## config.mk

```make
export PLATFORM = sky130hd
export DESIGN_NAME = spike_rate_encoder
export DESIGN_NICKNAME = d
export VERILOG_FILES = /design/src/rtl/snn_pkg.sv /design/src/rtl/spike_acc_cell.sv /design/src/rtl/spike_rate_encoder.sv
export SDC_FILE = /design/constraint.sdc
export NUM_CORES = 1
export LEC_CHECK = 0
export CORE_ASPECT_RATIO = 0.7
export CORE_MARGIN = 3
export CORE_UTILIZATION = 40
export DETAILED_ROUTE_END_ITERATION = 6
export SYNTH_ARGS = -nofsm -noshare
export SYNTH_HDL_FRONTEND = slang
export SYNTH_HIERARCHICAL = 1
export SYNTH_SLANG_ARGS = --single-unit
```

## constraint.sdc

```tcl
create_clock -name clk -period 3.1 [get_ports clk]
set_clock_uncertainty 0.1 [all_clocks]
set_input_delay 0.775 -clock clk [delete_from_list [all_inputs] [get_ports clk]]
set_output_delay 0.775 -clock clk [all_outputs]
set_load 0.02 [all_outputs]
```

## src/rtl/snn_pkg.sv

```systemverilog
// Shared definitions for the spiking front end: default geometry, encoder
// state encoding and the pixel / spike-vector types that mac also consumes.
package snn_pkg;

  localparam int N_PIX_DEF   = 25;
  localparam int PIX_W_DEF   = 8;
  localparam int T_STEPS_DEF = 16;

  typedef enum logic [0:0] {
    IDLE = 1'b0,
    GEN  = 1'b1
  } enc_state_t;

  typedef logic [PIX_W_DEF-1:0] pix_t;
  typedef logic [N_PIX_DEF-1:0] spk_vec_t;

endpackage

```

## src/rtl/spike_acc_cell.sv

```systemverilog
// One pixel lane of the rate encoder: a phase accumulator whose carry-out
// is the spike bit for the vector currently presented.
module spike_acc_cell
  import snn_pkg::*;
#(
  parameter int PIX_W = PIX_W_DEF
) (
  input  logic             clk,
  input  logic             rst_n,
  input  logic             clr,
  input  logic             adv,
  input  logic [PIX_W-1:0] pix_q,
  output logic             spike,
  output logic [PIX_W-1:0] acc
);

  logic [PIX_W:0] sum;

  // acc holds t*p mod 2^PIX_W while vector t is presented; wrap is intended.
  assign sum   = {1'b0, acc} + {1'b0, pix_q};
  assign spike = sum[PIX_W];

  always_ff @(posedge clk) begin
    if (!rst_n) begin
      acc <= '0;
    end else if (clr) begin
      acc <= '0;
    end else if (adv) begin
      acc <= sum[PIX_W-1:0];
    end
  end

endmodule

```

## src/rtl/spike_rate_encoder.sv

```systemverilog
// Rate-coded spike generator: captures a pixel frame and streams T_STEPS
// spike vectors over a valid/ready interface toward the mac block.
//
// state | meaning
// IDLE  | no frame; waiting for load, outputs forced to zero
// GEN   | frame in progress; vector t_idx presented, advances on spk_ready
module spike_rate_encoder
  import snn_pkg::*;
#(
  parameter  int N_PIX   = N_PIX_DEF,
  parameter  int PIX_W   = PIX_W_DEF,
  parameter  int T_STEPS = T_STEPS_DEF,
  localparam int TW      = $clog2(T_STEPS)
) (
  input  logic                   clk,
  input  logic                   rst_n,
  input  logic                   load,
  input  logic [N_PIX*PIX_W-1:0] pix_in,
  output logic                   busy,
  output logic                   spk_valid,
  input  logic                   spk_ready,
  output logic [N_PIX-1:0]       spk_out,
  output logic [TW-1:0]          t_idx,
  output logic                   frame_last
);

  enc_state_t       state;
  enc_state_t       state_nxt;
  logic [PIX_W-1:0] pix_q [N_PIX];
  logic [PIX_W-1:0] acc_unused [N_PIX];
  logic [N_PIX-1:0] spk_raw;
  logic             start;
  logic             xfer;
  logic             last;

  assign start = (state == IDLE) && load;
  assign xfer  = spk_valid && spk_ready;
  assign last  = (t_idx == TW'(T_STEPS - 1));

  always_ff @(posedge clk) begin
    if (!rst_n) begin
      state <= IDLE;
    end else begin
      state <= state_nxt;
    end
  end

  always_comb begin
    state_nxt  = state;
    busy       = 1'b0;
    spk_valid  = 1'b0;
    spk_out    = '0;
    frame_last = 1'b0;
    case (state)
      IDLE: begin
        if (load) begin
          state_nxt = GEN;
        end
      end
      GEN: begin
        busy       = 1'b1;
        spk_valid  = 1'b1;
        spk_out    = spk_raw;
        frame_last = last;
        if (spk_ready && last) begin
          state_nxt = IDLE;
        end
      end
      default: state_nxt = IDLE;
    endcase
  end

  always_ff @(posedge clk) begin
    if (!rst_n) begin
      t_idx <= '0;
    end else if (start) begin
      t_idx <= '0;
    end else if (xfer) begin
      t_idx <= last ? '0 : t_idx + TW'(1);
    end
  end

  // Pixels are frozen for the whole frame; pix_in is only looked at on load.
  always_ff @(posedge clk) begin
    if (!rst_n) begin
      for (int i = 0; i < N_PIX; i++) begin
        pix_q[i] <= '0;
      end
    end else if (start) begin
      for (int i = 0; i < N_PIX; i++) begin
        pix_q[i] <= pix_in[i*PIX_W +: PIX_W];
      end
    end
  end

  for (genvar g = 0; g < N_PIX; g++) begin : g_lane
    spike_acc_cell #(
      .PIX_W (PIX_W)
    ) u_cell (
      .clk   (clk),
      .rst_n (rst_n),
      .clr   (start),
      .adv   (xfer),
      .pix_q (pix_q[g]),
      .spike (spk_raw[g]),
      .acc   (acc_unused[g])
    );
  end

endmodule
```

==> results.toml <==
[drt]
routedWlPerCell_um = 17.2
drt-vias-per-instance = 5.36
routed_wl_um = 59900
ant_nets = 0
first_pass_iters = 5
drcViolationCount = 0
vias = 18633
drt-initial-drc-count = 1013

[setup_path]
crit_chain = "ha_4 -> fa_2 -> nand3_2 -> a32oi_2 -> nand3_1 -> nand2_1 -> and2_4 -> buf_6"
crit_fanout = 2
startpoint_type = "flop"
crit_slowest_cell = "edfxtp_1"
slowest_delay_ns = 0.43
arrival_ns = 2.30
critical_path_class = "flop to primary output"
crit_path_end_kind = "primary output"
crit_required_ns = 2.22

[grt]
met1_usage = 0.269
antenna_found_initial = 8
grt_max_degree = 51
grt_util_met2 = 0.293
grt_pass1_wl_um = 95800
grt_pass1_vias = 18814
grt_overflow = 0
grt_usage = 0.189
busiest_layer = "met2"
use_met3 = 0.0354

[floorplanning]
die_h_um = 209
die-area_mm2 = 0.0617
dieWidth_um = 296
core-area_mm2 = 0.0574
pin_count = 236
row_count = 73
start_util = 0.409

[placed_design]
place_area_mm2 = 0.0277
post-place-ws_ns = 0.0162
gp_congestion = 0.898
dp_hpwl_um = 42000
io_buffers = 235

[timing]
relSlewSlack = 0.699
final.setup.worst_slack_ns = -0.0711
rsz0062_at_grt = "yes"
final_max_slew_viol_count = 0
max_clock_freq_ghz = 0.315
period_needed_ns = 3.17
finalSetupViolCount = 2
period_share = 1.02
timing.hold.ws_ns = 0.378
tightestPinTransition_ns = 0.452
finalHoldViolations = 0

[outcome]
outcome = "finished, violations left"
violations = "negative setup slack"

[logic_synthesis]
syn_area_mm2 = 0.0235
ys_ff_latch = 405
syn_area_per_cell_um2 = 10.5
synth_compound_area_frac = 0.165
syn_nets = 2674
synth_edf_count = 200
netlist_instances = 2244
synth_warnings = 6
synth_top_family_by_area = "simple AND/OR/NAND/NOR gates"
synth-xor-area-share = 0.0381
yosys.area_share.adder = 0.128
ys.flop_type = "dfxtp_1"
synthDistinctLibCells = 45
async_flop_share = 0
synthMuxAreaShare = 0.0333
yosys.area_share.simple = 0.179
yosysSeqAreaShare = 0.431

[cells_and_area]
final_area_mm2 = 0.0307
n_fill_cell = 4971
areaGrowthSynthToFinish_pct = 30.9
nets = 3117
fin_util = 0.536
drive_above_1_share = 0.230

[job]
cap_viol_max_count = 0

[pwr]
p_leak_nw = 12.6
powerDensity_mw_per_mm2 = 438
peakVddDrop_uv = 263
p_total_mw = 13.5

[cts]
htree_levels = 2
clk_pin_slew_ns = 0.06
clk_latency_ns = 0.56
hold_buffers = 0
numCtsBuffers = 45
cts_tree = "yes"
clockBufferDepth = 3
root_buffer = "clkbuf_16"
cts_sinks = 405

[min_path]
hp-class = "flop to flop"
critical path: cells and delay by family, from the launching register on:
family | cells | cell delay (ns)
AO/OA/AOI/OAI | 1 | 0.14
buffers and inverters | 1 | 0.12
AND/OR/NAND/NOR | 4 | 0.44
flip-flops | 1 | 0.43
adder cells (fa/ha/maj) | 2 | 0.60
per-stage QoR:
step	setup TNS, ns	cells
after floorplan	0	2244
after global placement	0	3291
after detailed placement	0	3291
after CTS	-0.454	3436
after global routing	-1.46	3475
final	-0.0712	3475
power breakdown:
part / internal (mW) / total, mW / switching (mW)
combinational: 0.986 / 2.00 / 1.02
sequential: 5.92 / 6.09 / 0.169
clock: 3.14 / 5.37 / 2.23
final cells by class:
type / count / area [um2] / share of cell area
clock inverters: 16 / 136 / 0.00444
repair buffers: 463 / 4280 / 0.139
clock buffers: 68 / 1340 / 0.0434
well taps: 750 / 938 / 0.0305
flip-flops and latches: 405 / 10100 / 0.329
diodes: 1 / 2.50 / 0.0000814
inverters: 76 / 293 / 0.00953
multi-input cells: 1696 / 13600 / 0.444
Yosys cell counts, types with 25 or more instances:
cell      instances  share of area
dfxtp_1         205           0.17
ha_1            201           0.11
edfxtp_1        200           0.26
a21oi_1         175          0.037
nand2_1         153          0.024
and3_1          146          0.039
nor2_1          102          0.016
xnor2_1         100          0.037
and2_1           82          0.022
nand3_1          78          0.017
o21ai_0          77          0.016
inv_1            76          0.012
nor3_1           51          0.011
mux2i_1          50          0.021
nor3b_1          50          0.016
o22ai_1          50          0.013
clkbuf_1         31         0.0050
a21o_1           29         0.0093
buf_2            28         0.0060
a211o_1          25         0.0093
a211oi_1         25         0.0080
a32oi_2          25          0.017
fa_1             25          0.021
mux2_1           25          0.012
nand2b_1         25         0.0067
nand3b_1         25         0.0080
nor2b_1          25         0.0067
o22a_1           25         0.0093
registers in the layout, summed over array words and instances (netlist names):
| register | cells |
|---|---|
| g_lane.u_cell/acc | 200 |
| pix_q | 200 |
| t_idx | 4 |
| state | 1 |
layer usage:
| metal | vias to the layer above | part of all wire |
|---|---|---|
| met5 | - | 0.00037 |
| met4 | 4 | 0.024 |
| met3 | 97 | 0.050 |
| met2 | 394 | 0.44 |
| met1 | 8896 | 0.48 |
| li1 | 9242 | - |
kinds of logic (layout without fill, tap and decap cells):
group           after synthesis  count (layout)
mux                          75              75
flops                       405             405
fa+ha+maj                   226             226
xor+xnor                    102             102
simple gates                764             764
buf+inv                     143             623
compound gates              529             529
other cells                   0               1
final timing paths:
check	startpoint	end	slack, ns	depth (start not counted)
hold reg to reg	g_lane[14].u_cell/acc[4]$_SDFFE_PP0P_	g_lane[14].u_cell/acc[4]$_SDFFE_PP0P_	0.38	2
hold / removal	g_lane[14].u_cell/acc[4]$_SDFFE_PP0P_	g_lane[14].u_cell/acc[4]$_SDFFE_PP0P_	0.38	2
setup / recovery	pix_q[2][16]$_SDFFCE_PN0P_	spk_out[18]	-0.07	8
setup reg to reg	pix_q[0][2]$_SDFFCE_PN0P_	g_lane[0].u_cell/acc[4]$_SDFFE_PP0P_	0	19
cell usage in the layout, fill, tap and decap left out, types with 20 or more instances in the layout:
master	n
buf_4	211
clkdlybuf4s50_1	209
dfxtp_1	203
edfxtp_1	200
a21oi_1	151
nand2_1	150
and3_1	146
ha_1	141
nor2_1	102
xnor2_1	99
o21ai_0	75
inv_1	75
and2_1	62
nand3_1	53
nor3_1	51
o22ai_1	50
nor3b_1	50
mux2i_1	50
clkbuf_16	47
ha_4	30
ha_2	30
a21o_1	29
nand2b_1	25
nor2b_1	25
a211oi_1	25
mux2_1	25
o22a_1	25
nand3b_1	25
a211o_1	25
fa_2	25
a32oi_2	24
a31o_2	24
and3_4	23
o2111ai_2	23
a21boi_2	23
a21oi_2	22
nand3_2	22
a21o_2	21
buf_6	21
and2_4	20
what timing repair did:
| item | 4_1_cts | 5_1_grt |
|---|---|---|
| resized for setup | 273 | 62 |
| endpoints found under the setup margin | 25 | 26 |
| setup buffers | 61 | 38 |
| pin swaps | 97 | 71 |
(Power assumes the default switching activity.)
